[src/rtl/acc_operand_stage.sv]
// ---------------------------------------------------------------------------
// acc_operand_stage
//
// Operand-fetch stage for a small accumulator machine. Holds an 8 x 8-bit
// register file plus an 8-bit accumulator. When an instruction is captured,
// acc_ctrl selects which storage element feeds each operand. The selected
// operands and flags are registered into a one-entry output holding slot.
//
// Handshake (both sides): a transfer happens on a rising edge where
// valid && ready are both high. The producer keeps its payload stable while
// valid is high and ready is low. in_ready = !out_valid || out_ready, so the
// slot refills in the same cycle it drains and runs back-to-back at full rate.
//
// Ports
//   clk, reset          single clock, synchronous active-high reset
//   in_valid/in_ready   upstream handshake for the decoded instruction
//   acc_ctrl[2:0]       operand-source code from the accumulator decoder
//   ra1, ra2 [2:0]      register-file read addresses
//   rf_we/rf_wa/rf_wd   register-file write port (rf[0] is writable)
//   acc_we/acc_wd       accumulator write port
//   rd1, rd2 [7:0]      registered operands
//   mov                 registered flag: accumulator-to-register move
//   ctrl_err            registered flag: acc_ctrl was an undefined code
//   out_valid/out_ready downstream handshake for the held instruction
//
// Build option
//   ACC_OPERAND_BYPASS_EN  when defined, a capture on the same edge as a
//                          write to the addressed register (or accumulator)
//                          takes the new write data. When undefined, the
//                          capture sees the pre-write value.
// ---------------------------------------------------------------------------
module acc_operand_stage (
  input  logic       clk,
  input  logic       reset,
  input  logic       in_valid,
  output logic       in_ready,
  input  logic [2:0] acc_ctrl,
  input  logic [2:0] ra1,
  input  logic [2:0] ra2,
  input  logic       rf_we,
  input  logic [2:0] rf_wa,
  input  logic [7:0] rf_wd,
  input  logic       acc_we,
  input  logic [7:0] acc_wd,
  output logic [7:0] rd1,
  output logic [7:0] rd2,
  output logic       mov,
  output logic       ctrl_err,
  output logic       out_valid,
  input  logic       out_ready
);

  // Operand-source codes. Anything not listed is undefined and is decoded
  // as a plain register/register read with ctrl_err raised.
  localparam logic [2:0] CTRL_RR  = 3'b000;
  localparam logic [2:0] CTRL_RA  = 3'b001;
  localparam logic [2:0] CTRL_AR  = 3'b010;
  localparam logic [2:0] CTRL_MOV = 3'b101;

  logic [7:0] rf [0:7];
  logic [7:0] acc;

  logic [7:0] rf_rd1_val;
  logic [7:0] rf_rd2_val;
  logic [7:0] acc_val;

  logic [7:0] sel_rd1;
  logic [7:0] sel_rd2;
  logic       sel_mov;
  logic       sel_err;

  logic       capture;

  assign in_ready = !out_valid || out_ready;
  assign capture  = in_valid && in_ready;

  // Storage read ports, with optional same-edge write forwarding.
  always_comb begin
    rf_rd1_val = rf[ra1];
    rf_rd2_val = rf[ra2];
    acc_val    = acc;
`ifdef ACC_OPERAND_BYPASS_EN
    if (rf_we && (rf_wa == ra1)) rf_rd1_val = rf_wd;
    if (rf_we && (rf_wa == ra2)) rf_rd2_val = rf_wd;
    if (acc_we)                  acc_val    = acc_wd;
`endif
  end

  // Operand-source decode.
  always_comb begin
    sel_rd1 = rf_rd1_val;
    sel_rd2 = rf_rd2_val;
    sel_mov = 1'b0;
    sel_err = 1'b0;
    case (acc_ctrl)
      CTRL_RR: begin
        sel_rd1 = rf_rd1_val;
        sel_rd2 = rf_rd2_val;
      end
      CTRL_RA: begin
        sel_rd1 = rf_rd1_val;
        sel_rd2 = acc_val;
      end
      CTRL_AR: begin
        sel_rd1 = acc_val;
        sel_rd2 = rf_rd2_val;
      end
      CTRL_MOV: begin
        sel_rd1 = rf_rd1_val;
        sel_rd2 = acc_val;
        sel_mov = 1'b1;
      end
      default: begin
        sel_rd1 = rf_rd1_val;
        sel_rd2 = rf_rd2_val;
        sel_err = 1'b1;
      end
    endcase
  end

  // Register file and accumulator. Writes ignore the handshake entirely;
  // reset takes priority over any write on the same edge.
  always_ff @(posedge clk) begin
    if (reset) begin
      for (int i = 0; i < 8; i++) rf[i] <= 8'h00;
      acc <= 8'h00;
    end else begin
      if (rf_we)  rf[rf_wa] <= rf_wd;
      if (acc_we) acc       <= acc_wd;
    end
  end

  // Output holding slot. Data only changes on capture, so later storage
  // writes never disturb an instruction that is waiting for out_ready.
  always_ff @(posedge clk) begin
    if (reset) begin
      out_valid <= 1'b0;
      rd1       <= 8'h00;
      rd2       <= 8'h00;
      mov       <= 1'b0;
      ctrl_err  <= 1'b0;
    end else if (capture) begin
      out_valid <= 1'b1;
      rd1       <= sel_rd1;
      rd2       <= sel_rd2;
      mov       <= sel_mov;
      ctrl_err  <= sel_err;
    end else if (out_ready) begin
      out_valid <= 1'b0;
    end
  end

endmodule

[config.mk]
export PLATFORM = sky130hd
export DESIGN_NAME = acc_operand_stage
export DESIGN_NICKNAME = d
export VERILOG_FILES = /design/src/rtl/acc_operand_stage.sv
export SDC_FILE = /design/constraint.sdc
export NUM_CORES = 1
export LEC_CHECK = 0
export CAP_MARGIN = 20
export CORE_ASPECT_RATIO = 0.75
export CORE_MARGIN = 2
export CORE_UTILIZATION = 40
export CTS_BUF_LIST = sky130_fd_sc_hd__clkbuf_2 sky130_fd_sc_hd__clkbuf_4 sky130_fd_sc_hd__clkbuf_8
export DETAILED_ROUTE_END_ITERATION = 10
export GPL_ROUTABILITY_DRIVEN = 0
export MAX_ROUTING_LAYER = met4
export SLEW_MARGIN = 30
export SYNTH_ARGS = -nofsm -noshare
export SYNTH_HDL_FRONTEND = slang
export SYNTH_SLANG_ARGS = --single-unit
[constraint.sdc]
create_clock -name clk -period 2.4 [get_ports clk]
set_input_delay 0.6 -clock clk [delete_from_list [all_inputs] [get_ports clk]]
set_output_delay 0.6 -clock clk [all_outputs]
set_load 0.05 [all_outputs]
Word-level counts from Yosys, hierarchy flattened

Memories as Yosys holds them, arrays and structs flattened.
Cells that the tools add are included.

Flip-flop bits (word level): 27
Bits in writable memories: 64
Bits of input ports: 34
Output and inout bits: 20
Logic and storage cells: 32
Memories kept: 1

Eq/ne operators: 3
Muxes and demuxes: 14
Reduce and logical (&&, ||, !) cells: 8

Memory list:

| memory | depth | width | read ports | clocked after memory_dff | wr ports | line | text |
|---|---|---|---|---|---|---|---|
| rf     | 8     | 8     | 2          | 0                        | 8        | 60   | `logic [7:0] rf [0:7];` |

Operator list:

| cell                                                            | count |
|---|---|
| 8-bit 2-to-1 mux                                                | 3 |
| 1-bit 2-to-1 mux                                                | 10 |
| 8-bit OR reduction                                              | 1 |
| 4-bit OR reduction                                              | 1 |
| 3-bit by 1-bit == test with 1-bit output, second input constant | 1 |
| 3-bit by 2-bit == test with 1-bit output, second input constant | 1 |
| 3-bit == test, second input constant                            | 1 |
| 3-bit zero test                                                 | 1 |
| 3-bit 2-to-1 mux                                                | 1 |
| 2-bit nonzero test                                              | 1 |
| 2-bit OR reduction                                              | 1 |
| 1-bit logical AND                                               | 1 |
| 1-bit zero test                                                 | 1 |
| 1-bit logical OR                                                | 1 |

Depth between registers and ports, before layout

Gate-level depths: netlist of run 1.

Depth in word-level cells: 5
Gate-level depth with buffers: 7
Gate-level depth less buffers: 5

Worst setup path after synthesis of run 1

OpenSTA, ideal clock, no wires.

Kind: input to register
From: input rf_wa[0]
To: memory rf[0][0] (enable)
Setup time: 0.310 ns
Arrival: 1.728 ns
Data required time: 2.090 ns
Slack: 0.362 ns
Stages on the path: 3
Path buffers: 0
Path through: or3b_2 nor3_1 or2_2

RTL lines:

| what            | line | text |
|---|---|---|
| start, declared | 41   | `input logic [2:0] rf_wa,` |
| end, declared   | 60   |  |

Final worst setup path of run 1

From: register rd1[2]
To: output rd1[2]

RTL lines:

| what                   | line | text |
|---|---|---|
| start, declared        | 45   | `output logic [7:0] rd1,` |
| start signal, assigned | 144  | `rd1 <= sel_rd1;` |

No word-level cell between the ends.

==> summary.md, run 1 <==
| Metric | Value |
|---|---|
| Outcome | finished clean |
| Post-CTS Resized | 0 |
| Die Wd | 125.9 um |
| H-tree level count | 3 |
| Max Root-Sink Buffers | 2 |
| # rows | 33 |
| Share of the synthesized area in the top cell type | 43.15% |
| Count of final hold-check violations | 0 |
| Antenna viol nets, final | 0 |
| Global-route wire length before repair | 17.09 mm |
| Most common cell in the netlist | and2_1 |
| Core Util, Final | 49.45% |
| WHS | 478.2 ps |
| Max-cap violations | 0 |
| Worst slew pin tran | between 700 and 800 ps |
| Hold path start | rd2[3] |
| Total leakage power | 1.953 nW |
| Final Routed Wirelength | between 10 and 15 mm |
| CP delay by family, top | buffers and inverters |
| CP arrival | 1550 ps |
| Setup Skew | 9.507 ps |
| Cts bufs inserted | 9 |
| Fin Setup TNS | 0 ps |
| Post-CTS setup buffer count | 0 |
| R2R Setup Slk | approximately 810 ps |
| Fin cells | 529 |
| Fin nets | 418 |
| Post-synth EDFFs | 64 |
| Vias/cell | roughly 5.5 |
| Unique masters post-synth | 37 |
| # diodes | 0 |
| CTS tree | done |
| Area growth, synth to finish | 21.01% |
| Post-CTS Hold Fix Bufs | 0 |
| Initial antenna violation count | 0 |
| RSZ-0062 raised after global routing | false |
| Dpl cell area | 0.005220 mm^2 |
| Fmax | 464.6 MHz |
| Die ar. | 0.01200 mm^2 |
| Clk sinks | about 90 |
| Pre-CTS WS | -97.55 ps |
| Worst Reg-to-Reg Cells | 4 |
| Critical path class | reg -> out |
| Max-slew violations | 0 |
| Detail Placement HPWL | about 8.4 mm |
| Number of fill cells in the layout | 999 |
| Crit path time final | around 2200 ps |
| CP Launch Type | flop |
| Crit path cell chain | clkdlybuf4s50_1 |
| Async set-reset flop share out of synthesis | 0% |
| IO Count | 54 |
| Reg area | between 0.002 and 0.0025 mm^2 |
| Post-layout instance area | 0.005390 mm^2 |
| Clock root cell | clkbuf_8 |
| Multi-input logic area | ~0.0019 mm^2 |
| Largest net degree at the start of global routing | 22 |
| Power per cell area | between 600 and 700 mW/mm^2 |
| Worst Setup End Kind | output pin |
| Dominant cell type by area after synthesis | edfxtp_1 |
| Yosys Warn Count | 0 |
| Synth cell count leaders | and2_1, edfxtp_1, dfxtp_1 |
| Routed via count | 2887 |
| Starting DRT DRC Count | 263 |
| RR Endpoint | rd1[6] |
| Synth Register Bits | 91 |
| Die H | 95.39 um |
| GR Overflow Total | 0 |
| Area contributors post-synth | edfxtp_1, dfxtp_1, and2_1 |
| CORE AREA | about 0.011 mm^2 |
| Sequential area share after synthesis | 55.28% |
| Setup ws final | approximately 250 ps |
| GRT Total Usage | 19.64% |
| Final setup violation count | 0 |
| Crit-path max FO | 2 |
| Maximum VDD drop | around 0.26 mV |
| Crit path required time | between 1500 and 2000 ps |
| Clock-pin slew on the worst setup and hold paths | roughly 90 ps |
| Initial DRT Pass Iterations | 4 |
| Max-slew headroom | a little under 50% |
| Routed len/inst | approximately 20 um |
| Worst flop-to-flop path startpoint | out_valid |
| DRC | 0 |
| Worst hold stages | 1 |
| Cells after Synth | approximately 320 |
| Placed Cells | ~510 |
| Layout cells sized above 1 | 17.99% |
| Vias in the first global route | between 2000 and 3000 |
| Worst hold endpoint | rd2[3] |
| Starting Density | around two fifths |
| CP max stage cell | clkdlybuf4s50_1 |
| WP buf/inv | 1 |
| Skew-Pair Late Insertion Delay | 370 ps |
| Syn_area_per_cell | 14.01 um^2 |
| I/O Buffers | 53 |
| Mapped Area | 0.004454 mm^2 |
| Mapped Nets | 352 |
| Main synth FF type | edfxtp_1 |
| Hold Crit Class | reg -> reg |
| Total power | 3.339 mW |
| CP max stage delay | ~810 ps |
| Final period util | 89.69% |
==> report_power, final <==
part / leakage (nW) / internal, mW / switching (mW)
sequential: 0.836 / 1.78 / 0.0772
combinational: 1.03 / 0.254 / 0.284
clock: 0.0841 / 0.388 / 0.553
==> area by class of cell <==
class                   instances  share of cell area [%]
clock buffers                  10                   2.437
clock inverters                 6                  0.7196
inverters                       1                 0.06964
multi-input cells             209                   34.70
flip-flops and latches         91                   45.68
well taps                     140                   3.250
repair buffers                 72                   13.14
==> per-layer routing <==
layer	global-route usage [%]	up-vias	part of all wire [%]
li1	-	1356	-
met3	5.556	10	7.3
met2	29.14	103	42
met4	4.396	0	0.79
met5	-	-	0
met1	27.13	1418	49
==> registers in the layout, indices dropped and copies added, names as in the netlist <==
register	count
rf	64
acc	8
ctrl_err	1
mov	1
rd1	8
out_valid	1
rd2	8
==> worst max-delay path by stage <==
| stage | cells past startpoint | startpoint | slack [ps] | to |
|---|---|---|---|---|
| final | 1 | rd1[2] | 250 | rd1[2] |
| after global routing | 1 | rd1[6] | 210 | rd1[6] |
| after CTS | 1 | rd1[5] | 240 | rd1[5] |
| after detailed placement | 5 | ra1[0] | -100 | rd1[4] |
| after global placement | 5 | ra1[0] | -70 | rd1[7] |
| after floorplan | 3 | rf_wa[0] | 360 | rf[0][0] |
==> cell usage in the layout, fill, tap and decap left out, types with 2 or more instances in the layout <==
cell type / count
buf_12: 3
and2_1: 65
or2_2: 9
mux2i_1: 25
buf_4: 17
clkdlybuf4s50_1: 52
o221ai_1: 8
nor3_1: 2
mux4_2: 18
a22o_1: 8
inv_6: 2
o21ai_0: 8
o2bb2ai_1: 8
a221o_1: 8
mux4_1: 6
nand2b_1: 6
nor2_1: 18
clkbuf_8: 9
dfxtp_1: 27
a21oi_1: 9
edfxtp_1: 64
==> kinds of logic after synthesis <==
family | synth area share [%]
buffers and inverters | 2.724
AOI/OAI and AO/OA | 8.596
DFF | 55.28
and+or+nand+nor | 15.14
muxes | 18.26
Power figures use the tool's default switching activity.
==> run 2, diff against run 1 <==
--- a/config.mk
+++ b/config.mk
@@ -11,9 +11,9 @@
 export CORE_UTILIZATION = 40
 export CTS_BUF_LIST = sky130_fd_sc_hd__clkbuf_2 sky130_fd_sc_hd__clkbuf_4 sky130_fd_sc_hd__clkbuf_8
 export DETAILED_ROUTE_END_ITERATION = 10
-export GPL_ROUTABILITY_DRIVEN = 0
 export MAX_ROUTING_LAYER = met4
 export SLEW_MARGIN = 30
 export SYNTH_ARGS = -nofsm -noshare
 export SYNTH_HDL_FRONTEND = slang
 export SYNTH_SLANG_ARGS = --single-unit
+export TNS_END_PERCENT = 50
==> run 2 against run 1 <==
Sequential power about the same. Clock skew up 4.5 ps. Critical path depth unchanged. Cell area up 0.67%. Utilization up 0.33 points.
==> summary.md, run 2 (synthesis results as in run 1) <==
| Metric | Value |
|---|---|
| Clk sinks | 91 (unchanged) |
| Met3 capacity usage during global routing | 5.331% (was 5.556%) |
| Switching share of power | 26.14% (was 27.39%) |
| Initial DRT Pass Iterations | 4 (unchanged) |
| Die ar. | 0.01200 mm^2 (unchanged) |
| CP delay by family, top | buffers and inverters (unchanged) |
| CP max stage cell | clkdlybuf4s50_1 (unchanged) |
| Worst slew pin tran | 723.3 ps (was 767.5 ps) |
| Post-CTS setup buffer count | 0 (unchanged) |
| CP Launch Type | flop (unchanged) |
| Crit path time final | 2143 ps (was 2153 ps) |
| Worst Setup End Kind | output pin (unchanged) |
| Max Root-Sink Buffers | 2 (unchanged) |
| M2 GR Usage | 26.67% (was 29.14%) |
| Vias in the first global route | 2799 (was 2967) |
| Largest register FFs | 64 (unchanged) |
| GRT Total Usage | 19.12% (was 19.64%) |
| Post-CTS Resized | 0 (unchanged) |
| Final period util | 89.27% (was 89.69%) |
| Number of fill cells in the layout | 969 (was 999) |
| Max-slew headroom | 51.38% (was 48.40%) |
| CORE AREA | 0.01090 mm^2 (unchanged) |
| Hold Crit Class | reg -> reg (unchanged) |
| R2R Setup Slk | 810 ps (about the same) |
| Cts bufs inserted | 9 (unchanged) |
| Placed Cells | 511 (was 513) |
| Fmax | 466.7 MHz (was 464.6 MHz) |
| Area growth, synth to finish | 21.83% (was 21.01%) |
| Most common cell after layout, fill and taps aside | and2_1 (unchanged) |
| Antenna viol nets, final | 0 (unchanged) |
| CP startpoint | rd2[0] (was rd1[2]) |
| Commonest cells after routing, fill and taps aside | and2_1, edfxtp_1, clkdlybuf4s50_1, dfxtp_1, mux2i_1 (unchanged) |
| Initial antenna violation count | 0 (unchanged) |
| Hold path start | mov (was rd2[3]) |
| Clock root cell | clkbuf_8 (unchanged) |
| RSZ-0062 raised after global routing | false (unchanged) |
| # rows | 33 (unchanged) |
| Crit-path max FO | 2 (unchanged) |
| Final Routed Wirelength | 10.55 mm (was 10.76 mm) |
| Starting Density | 40.86% (unchanged) |
| Fin nets | 416 (was 418) |
| Detail Placement HPWL | 8.234 mm (was 8.402 mm) |
| Worst flop-to-flop path startpoint | rf[6][2] (was out_valid) |
| Outcome | finished clean (unchanged) |
| Routed via count | 2821 (was 2887) |
| Flop pwr share | 52.3% (was 55.7%) |
| IO Count | 54 (unchanged) |
| Setup ws final | 257.5 ps (was 247.4 ps) |
| Crit path required time | 1800 ps (about the same) |
| Max-cap violations | 0 (unchanged) |
| Pre-CTS WS | -84.21 ps (was -97.55 ps) |
| Largest net degree at the start of global routing | 25 (was 22) |
| Total leakage power | 1.968 nW (was 1.953 nW) |
| CP arrival | 1540 ps (was 1550 ps) |
| Fin Setup TNS | 0 ps (unchanged) |
| Maximum VDD drop | 0.3037 mV (was 0.2593 mV) |
| DRC | 0 (unchanged) |
| Clock-pin slew on the worst setup and hold paths | 90 ps (about the same) |
| Power per cell area | 655.3 mW/mm^2 (was 619.5 mW/mm^2) |
| Global-route wire length before repair | 16.56 mm (was 17.09 mm) |
| Final setup violation count | 0 (unchanged) |
| Routability Congestion | 0.8206 |
| Register with the most flip-flops | rf (unchanged) |
| Die H | 95.39 um (unchanged) |
| Crit path cell chain | clkdlybuf4s50_1 (unchanged) |
| Post-CTS Hold Fix Bufs | 0 (unchanged) |
| WHS | 478.2 ps (about the same) |
| Clock Power Share | 32.7% (was 28.2%) |
| Vias/cell | 5.353 (was 5.457) |
| Core Util, Final | 49.78% (was 49.45%) |
| Power Internal | 2.627 mW (was 2.424 mW) |
| Critical path class | reg -> out (unchanged) |
| GRT busiest layer | met1 (was met2) |
| Skew-Pair Late Insertion Delay | 370 ps (about the same) |
| Routed len/inst | 20.01 um (was 20.35 um) |
| Layout cells sized above 1 | 17.57% (was 17.99%) |
| GR Overflow Total | 0 (unchanged) |
| Max-slew violations | 0 (unchanged) |
| WP buf/inv | 1 (unchanged) |
| GR Layer Usage met1 | 27.81% (was 27.13%) |
| # diodes | 0 (unchanged) |
| Die Wd | 125.9 um (unchanged) |
| Starting DRT DRC Count | 196 (was 263) |
| CTS tree | done (unchanged) |
| Combinational power share | 15.0% (was 16.1%) |
| CP max stage delay | 810 ps (about the same) |
| I/O Buffers | 53 (unchanged) |
| Count of final hold-check violations | 0 (unchanged) |
| Setup Skew | 13.98 ps (was 9.507 ps) |
| NetSw | 0.9295 mW (was 0.9147 mW) |
| Fin cells | 527 (was 529) |
| H-tree level count | 3 (unchanged) |
[run 2: changes by cell type in the layout (fill, tap and decap cells not counted), sizes merged]
| cell | delta |
|---|---|
| buf | -2 |
| bufinv | +2 |
| clkbuf | -1 |
| clkinvlp | -1 |
[run 2: layout make-up]
class                   count  area (um^2)  area share (%)
multi-input cells         209         1871           34.47
well taps                 140        175.2           3.228
inverters                   1        3.754         0.06917
flip-flops and latches     91         2462           45.38
repair buffers             70        693.2           12.77
clock inverters             7        97.59           1.798
clock buffers               9        123.9           2.283
[run 2: final timing paths]
path              cells past startpoint      to
setup / recovery                      1  rd2[0]
hold / removal                        2     mov
setup reg to reg                      3  rd1[2]
hold reg to reg                       2     mov
[run 2: power by group through the flow]
stage / clock network [mW] / logic (mW) / registers [mW]
floorplan: 0 / 0.257 / 1.94
global placement: 0 / 0.527 / 1.89
detailed placement: 0 / 0.534 / 1.89
CTS: 1.19 / 0.536 / 1.86
global route: 1.25 / 0.568 / 1.87
finish: 1.16 / 0.534 / 1.86
[run 2: routing by layer]
layer  up-vias  wire length [um]
li1       1357                 -
met1      1352              5320
met2       105              4296
met3         7               866
met4         0                63
met5         -                 0
[run 2: per-stage QoR]
stage	area, um^2	total power, mW
after floorplan	4454	2.198
after global placement	5205	2.416
after detailed placement	5205	2.427
after CTS	5426	3.586
after global routing	5426	3.690
final	5426	3.556
